`src/rtl/tmr_scrub_ctrl.sv`:
```
// Majority voter and scrub controller for a triplicated register bank.
// Optional per-copy correction counters are enabled with TMR_SCRUB_COPYCNT_EN.
module tmr_scrub_ctrl #(
  parameter int WIDTH     = 8,
  parameter int HOLDOFF   = 2,
  parameter int RETRY_MAX = 3,
  parameter int CNT_W     = 8
) (
  input  logic             CLK,
  input  logic             R,
  input  logic             EN,
  input  logic             CLR,
  input  logic [WIDTH-1:0] A,
  input  logic [WIDTH-1:0] B,
  input  logic [WIDTH-1:0] C,
  output logic [WIDTH-1:0] Q,
  output logic             WB,
  output logic [WIDTH-1:0] WD,
  output logic [2:0]       FCOPY,
  output logic [CNT_W-1:0] FAULT_CNT,
  output logic             STUCK
`ifdef TMR_SCRUB_COPYCNT_EN
  ,
  output logic [3:0]       CNT_A,
  output logic [3:0]       CNT_B,
  output logic [3:0]       CNT_C
`endif
);

  typedef enum logic [2:0] {
    ST_IDLE,
    ST_SCAN,
    ST_CORRECT,
    ST_HOLD,
    ST_STUCK
  } state_t;

  state_t           state_reg;
  logic [WIDTH-1:0] q_reg;
  logic             mis_reg;
  logic [2:0]       dis_reg;
  logic             wb_reg;
  logic [2:0]       fcopy_reg;
  logic [CNT_W-1:0] fault_cnt_reg;
  logic             stuck_reg;
  logic [3:0]       retry_reg;
  logic [3:0]       hold_reg;
  logic [WIDTH-1:0] vote;

  always_comb begin
    vote = (A & B) | (B & C) | (A & C);
  end

  always_ff @(posedge CLK or posedge R) begin
    if (R) begin
      state_reg     <= ST_IDLE;
      q_reg         <= '0;
      mis_reg       <= 1'b0;
      dis_reg       <= '0;
      wb_reg        <= 1'b0;
      fcopy_reg     <= '0;
      fault_cnt_reg <= '0;
      stuck_reg     <= 1'b0;
      retry_reg     <= '0;
      hold_reg      <= '0;
    end else begin
      q_reg   <= vote;
      mis_reg <= (A != B) | (B != C);
      dis_reg <= {C != vote, B != vote, A != vote};
      wb_reg  <= 1'b0;
      case (state_reg)
        ST_IDLE: begin
          if (EN) state_reg <= ST_SCAN;
        end
        ST_SCAN: begin
          if (!EN) begin
            state_reg <= ST_IDLE;
          end else if (!mis_reg) begin
            retry_reg <= '0;
          end else if (retry_reg < 4'(RETRY_MAX)) begin
            state_reg <= ST_CORRECT;
            wb_reg    <= 1'b1;
            fcopy_reg <= fcopy_reg | dis_reg;
          end else if (!CLR) begin
            state_reg <= ST_STUCK;
            stuck_reg <= 1'b1;
          end
        end
        ST_CORRECT: begin
          if (!EN) begin
            state_reg <= ST_IDLE;
          end else begin
            state_reg <= ST_HOLD;
            hold_reg  <= 4'(HOLDOFF);
            retry_reg <= retry_reg + 4'd1;
            if (fault_cnt_reg != {CNT_W{1'b1}})
              fault_cnt_reg <= fault_cnt_reg + 1'b1;
          end
        end
        ST_HOLD: begin
          // Mismatches are ignored here: the bank needs time to settle after a write-back.
          if (!EN) begin
            state_reg <= ST_IDLE;
          end else if (hold_reg <= 4'd1) begin
            hold_reg  <= '0;
            state_reg <= ST_SCAN;
          end else begin
            hold_reg <= hold_reg - 4'd1;
          end
        end
        ST_STUCK: begin
          if (CLR) state_reg <= EN ? ST_SCAN : ST_IDLE;
        end
        default: state_reg <= ST_IDLE;
      endcase
      // Clear wins over any increment or sticky-bit update issued above.
      if (CLR) begin
        fault_cnt_reg <= '0;
        fcopy_reg     <= '0;
        retry_reg     <= '0;
        stuck_reg     <= 1'b0;
      end
    end
  end

  assign Q         = q_reg;
  assign WB        = wb_reg;
  assign WD        = q_reg;
  assign FCOPY     = fcopy_reg;
  assign FAULT_CNT = fault_cnt_reg;
  assign STUCK     = stuck_reg;

`ifdef TMR_SCRUB_COPYCNT_EN
  logic [2:0] dis_cap_reg;
  logic [3:0] copy_cnt_reg [3];

  // The last SCAN cycle's disagreement pattern is the one that caused the write-back.
  always_ff @(posedge CLK or posedge R) begin
    if (R) dis_cap_reg <= '0;
    else if (state_reg == ST_SCAN) dis_cap_reg <= dis_reg;
  end

  generate
    for (genvar gi = 0; gi < 3; gi++) begin : g_copy_cnt
      always_ff @(posedge CLK or posedge R) begin
        if (R)
          copy_cnt_reg[gi] <= '0;
        else if (CLR)
          copy_cnt_reg[gi] <= '0;
        else if (state_reg == ST_CORRECT && EN && dis_cap_reg[gi] && copy_cnt_reg[gi] != 4'hF)
          copy_cnt_reg[gi] <= copy_cnt_reg[gi] + 4'd1;
      end
    end
  endgenerate

  assign CNT_A = copy_cnt_reg[0];
  assign CNT_B = copy_cnt_reg[1];
  assign CNT_C = copy_cnt_reg[2];
`endif

endmodule

```
`config.mk`:
```
export PLATFORM = sky130hd
export DESIGN_NAME = tmr_scrub_ctrl
export DESIGN_NICKNAME = d
export VERILOG_FILES = /design/src/rtl/tmr_scrub_ctrl.sv
export SDC_FILE = /design/constraint.sdc
export NUM_CORES = 1
export LEC_CHECK = 0
export ABC_AREA = 1
export BUFFER_PORTS_ARGS = -buffer_cell sky130_fd_sc_hd__buf_2
export CAP_MARGIN = 20
export CORE_MARGIN = 4
export CORE_UTILIZATION = 59
export DETAILED_ROUTE_END_ITERATION = 12
export PLACE_DENSITY = 0.86
export SLEW_MARGIN = 40
export SYNTH_ARGS = -nofsm -noshare
export SYNTH_HDL_FRONTEND = slang
export SYNTH_SLANG_ARGS = --single-unit
```
`constraint.sdc`:
```
create_clock -name CLK -period 2.1 [get_ports CLK]
set_input_delay 0.21 -clock CLK [delete_from_list [all_inputs] [get_ports CLK]]
set_output_delay 0.21 -clock CLK [all_outputs]
set_load 0.02 [all_outputs]
```
==> metrics.txt <==
# TYPE chip_impl_metric gauge
chip_impl_metric{name="setup_tns",unit="ns"} 0
chip_impl_metric{name="syn-mean-instance-area",unit="um^2"} 7.18
chip_impl_metric{name="num_antenna_cells",unit=""} 0
chip_impl_metric{name="period_share",unit=""} 0.693
chip_impl_metric{name="final_layout_size_suffix_gt1_frac",unit=""} 0.197
chip_impl_info{name="cp-end-kind",value="flip-flop"} 1
chip_impl_metric{name="synthCells",unit=""} 358
chip_impl_info{name="outcome",value="complete, no violations"} 1
chip_impl_metric{name="grt_util_all_layers",unit=""} 0.205
chip_impl_metric{name="die_outline_height",unit="um"} 74.0
chip_impl_metric{name="critical_path.n_buffers_inverters",unit=""} 0
chip_impl_metric{name="max-clock-path-buffers",unit=""} 2
chip_impl_metric{name="worst_ir_drop_vdd",unit="uV"} 381
chip_impl_metric{name="timing.final.setup_violations",unit=""} 0
chip_impl_metric{name="globalplace.congestion",unit=""} 0.867
chip_impl_metric{name="clk_sink_count",unit=""} 36
chip_impl_metric{name="final_hold_viol_count",unit=""} 0
chip_impl_info{name="critical_path.slowest_cell",value="sky130_fd_sc_hd__dfrtp_1"} 1
chip_impl_info{name="ordered_cell_list_for_the_critical_path",value="ha_1, nand3_2, nor2_2, nand2_2, nand2_4, nand2_1, o21ai_1"} 1
chip_impl_metric{name="slowest_delay",unit="ns"} 0.48
chip_impl_metric{name="placed_cell_areas",unit="um^2"} 2830
chip_impl_info{name="worstSetupStartpointType",value="flip-flop"} 1
chip_impl_metric{name="drv.max_cap_violation_count",unit=""} 0
chip_impl_metric{name="grt_pass1_vias",unit=""} 2111
chip_impl_metric{name="detail_route.first_pass.iterations",unit=""} 4
chip_impl_metric{name="setup_ws",unit="ns"} 0.645
chip_impl_metric{name="nFillCells",unit=""} 330
chip_impl_info{name="critical_path.reg2reg.startpoint",value="FAULT_CNT[0]$_DFFE_PP0P_"} 1
chip_impl_metric{name="fin_worst_skew",unit="ns"} 0.00439
chip_impl_metric{name="maxSlewViolCount",unit=""} 0
chip_impl_metric{name="clk-insertion-delay-late",unit="ns"} 0.29
chip_impl_metric{name="crit_arrival",unit="ns"} 1.68
chip_impl_metric{name="place.port_buffers",unit=""} 56
chip_impl_metric{name="post_cts_resize_count",unit=""} 0
chip_impl_metric{name="worstPathRequired",unit="ns"} 2.32
chip_impl_metric{name="detailedRoute.firstIterationViolations",unit=""} 219
chip_impl_info{name="clockRootBuffer",value="sky130_fd_sc_hd__clkbuf_8"} 1
chip_impl_metric{name="fp.dieW",unit="um"} 74.0
chip_impl_metric{name="maximum_number_of_pins_on_one_net_before_global_route_repair",unit=""} 37
chip_impl_info{name="tritoncts",value="built"} 1
chip_impl_metric{name="grt_pass1_wl",unit="mm"} 8.78
chip_impl_metric{name="synthesis.nets",unit=""} 406
chip_impl_metric{name="vias",unit=""} 2399
chip_impl_metric{name="finalWorstPathRequiredPeriod",unit="ns"} 1.46
chip_impl_metric{name="detail_route.vias_per_cell",unit=""} 5.20
chip_impl_metric{name="ys_seq_area_frac",unit=""} 0.350
chip_impl_info{name="grt_setup_unrepaired",value="no"} 1
chip_impl_metric{name="initial_core_util",unit=""} 0.625
chip_impl_metric{name="gr_overflow_total",unit=""} 0
chip_impl_metric{name="max-slew-margin-rel",unit=""} 0.687
chip_impl_metric{name="drcViolationCount",unit=""} 0
chip_impl_metric{name="core.rowCount",unit=""} 23
chip_impl_info{name="timing_worst_setup_path_type",value="flip-flop to flip-flop"} 1
chip_impl_metric{name="cts_htree_levels",unit=""} 2
chip_impl_metric{name="fp.dieArea",unit="um^2"} 5480
chip_impl_metric{name="maximum_fanout_encountered_on_the_critical_timing_path",unit=""} 14
chip_impl_metric{name="synth.yosys.warnings",unit=""} 0
chip_impl_metric{name="ys_ff_latch",unit=""} 36
chip_impl_metric{name="cts.clk_slew.worst_paths",unit="ns"} 0.07
chip_impl_metric{name="layout-area-overhead-vs-synth",unit="%"} 14.2
chip_impl_info{name="final_common_cell",value="sky130_fd_sc_hd__nand2_1"} 1
chip_impl_metric{name="boundaryPins",unit=""} 57
chip_impl_metric{name="design_power_total",unit="W"} 0.00221
chip_impl_metric{name="final_nets",unit=""} 458
chip_impl_metric{name="route.detailed.wl_per_inst",unit="um"} 11.2
chip_impl_metric{name="antenna_violations_before_repair",unit=""} 0
chip_impl_info{name="cell_family_with_the_largest_share_of_critical_path_delay",value="simple AND/OR/NAND/NOR gates"} 1
chip_impl_metric{name="finalInstanceArea",unit="um^2"} 2940
chip_impl_metric{name="post-cts-setup-buffer-count",unit=""} 0
chip_impl_metric{name="max_slew.worst_pin.slew",unit="ns"} 0.469
chip_impl_info{name="min_path_type",value="primary input to async pin"} 1
chip_impl_metric{name="timing.hold.ws",unit="ns"} 0.00948
chip_impl_metric{name="antenna_left",unit=""} 0
chip_impl_metric{name="leakagePower",unit="nW"} 1.61
chip_impl_info{name="mostFrequentLayoutCells",value="sky130_fd_sc_hd__nand2_1 (109), sky130_fd_sc_hd__buf_2 (56), sky130_fd_sc_hd__nand3_1 (40), sky130_fd_sc_hd__inv_1 (40), sky130_fd_sc_hd__dfrtp_1 (36)"} 1
chip_impl_metric{name="yosys.cell_types.count",unit=""} 29
chip_impl_metric{name="netlist_area",unit="um^2"} 2570
chip_impl_info{name="crit_path_start",value="FAULT_CNT[0]$_DFFE_PP0P_"} 1
chip_impl_metric{name="dp.final_hpwl",unit="mm"} 4.12
chip_impl_metric{name="cts_hold_buf",unit=""} 0
chip_impl_metric{name="detail_route.wirelength",unit="mm"} 5.17
chip_impl_metric{name="core_ar",unit="um^2"} 4120
chip_impl_metric{name="maximum_clock_frequency",unit="MHz"} 687
chip_impl_metric{name="post-place-ws",unit="ns"} 0.651
chip_impl_metric{name="cts_inserted_buffers",unit=""} 5
chip_impl_metric{name="power-per-cell-area",unit="nW/um^2"} 754
where the power goes:
part / internal (W) / switching (W)
combinational: 0.000255 / 0.000471
clock: 0.000352 / 0.000243
sequential: 0.000794 / 0.0000975
total: 0.00140 / 0.000812
layer usage:
layer  wire (um)  part of all wire  vias to the layer above  GRT usage
li1            -                 -                     1255          -
met2        2450              0.47                       63      0.349
met3         288             0.056                        6     0.0351
met4          91             0.018                        0     0.0885
met5           0                 0                        -          0
met1        2330              0.45                     1075      0.256
cells by family (layout without fill, tap and decap cells):
logic type	Yosys count	count (layout)	synth area share
and+or+nand+nor	211	211	0.362
buffers and inverters	53	106	0.0959
DFF	36	36	0.350
AOI/OAI and AO/OA	30	30	0.0672
adders and majority gates	20	20	0.0973
xor gates and xnor gates	8	8	0.0272
final cells by class:
class	instances	area, um^2	area share
Inverter	41	154	0.0524
Timing Repair Buffer	57	288	0.0980
Multi-Input combinational cell	269	1420	0.485
Clock inverter	2	35.0	0.0119
Sequential cell	36	901	0.307
Clock buffer	6	72.6	0.0247
Tap cell	50	62.6	0.0213
Yosys cell counts, drive strengths merged:
cell,instances,share of area
o21bai,2,0.0058
dfrtp,36,0.35
inv,41,0.060
nand3,42,0.086
nand3b,3,0.0088
nor3b,1,0.0029
a21boi,1,0.0029
a21oi,2,0.0039
or2,2,0.0049
nand2,115,0.18
xor2,4,0.014
nor4,4,0.0097
nor3,3,0.0058
xnor2,4,0.014
nand4,5,0.012
nor2,36,0.056
buf,12,0.036
ha,20,0.097
o21ai,25,0.054
worst min-delay path: stages:
cell and delay, ns:
sky130_fd_sc_hd__buf_2 0.10, sky130_fd_sc_hd__inv_1 0.04, sky130_fd_sc_hd__buf_4 0.38
path summary, 6_finish.rpt:
path | end | slack [ns] | cells after the start
max in group asynchronous | FAULT_CNT[3]$_DFFE_PP0P_ | 1.78 | 3
min in group CLK | STUCK$_DFFE_PP0P_ | 0.18 | 2
worst min-delay path | state_reg[0]$_DFFE_PP0P_ | 0.009 | 3
worst max-delay path | FAULT_CNT[6]$_DFFE_PP0P_ | 0.64 | 7
worst min register to register | hold_reg[1]$_DFFE_PP0P_ | 0.50 | 2
worst max register to register | FAULT_CNT[6]$_DFFE_PP0P_ | 0.64 | 7
metrics by stage:
step,util,cells
global placement,0.687,453
floorplan,-,358
CTS,0.714,461
global route,0.714,461
detailed placement,0.687,453
finish,0.714,461
Power figures use the tool's default switching activity.
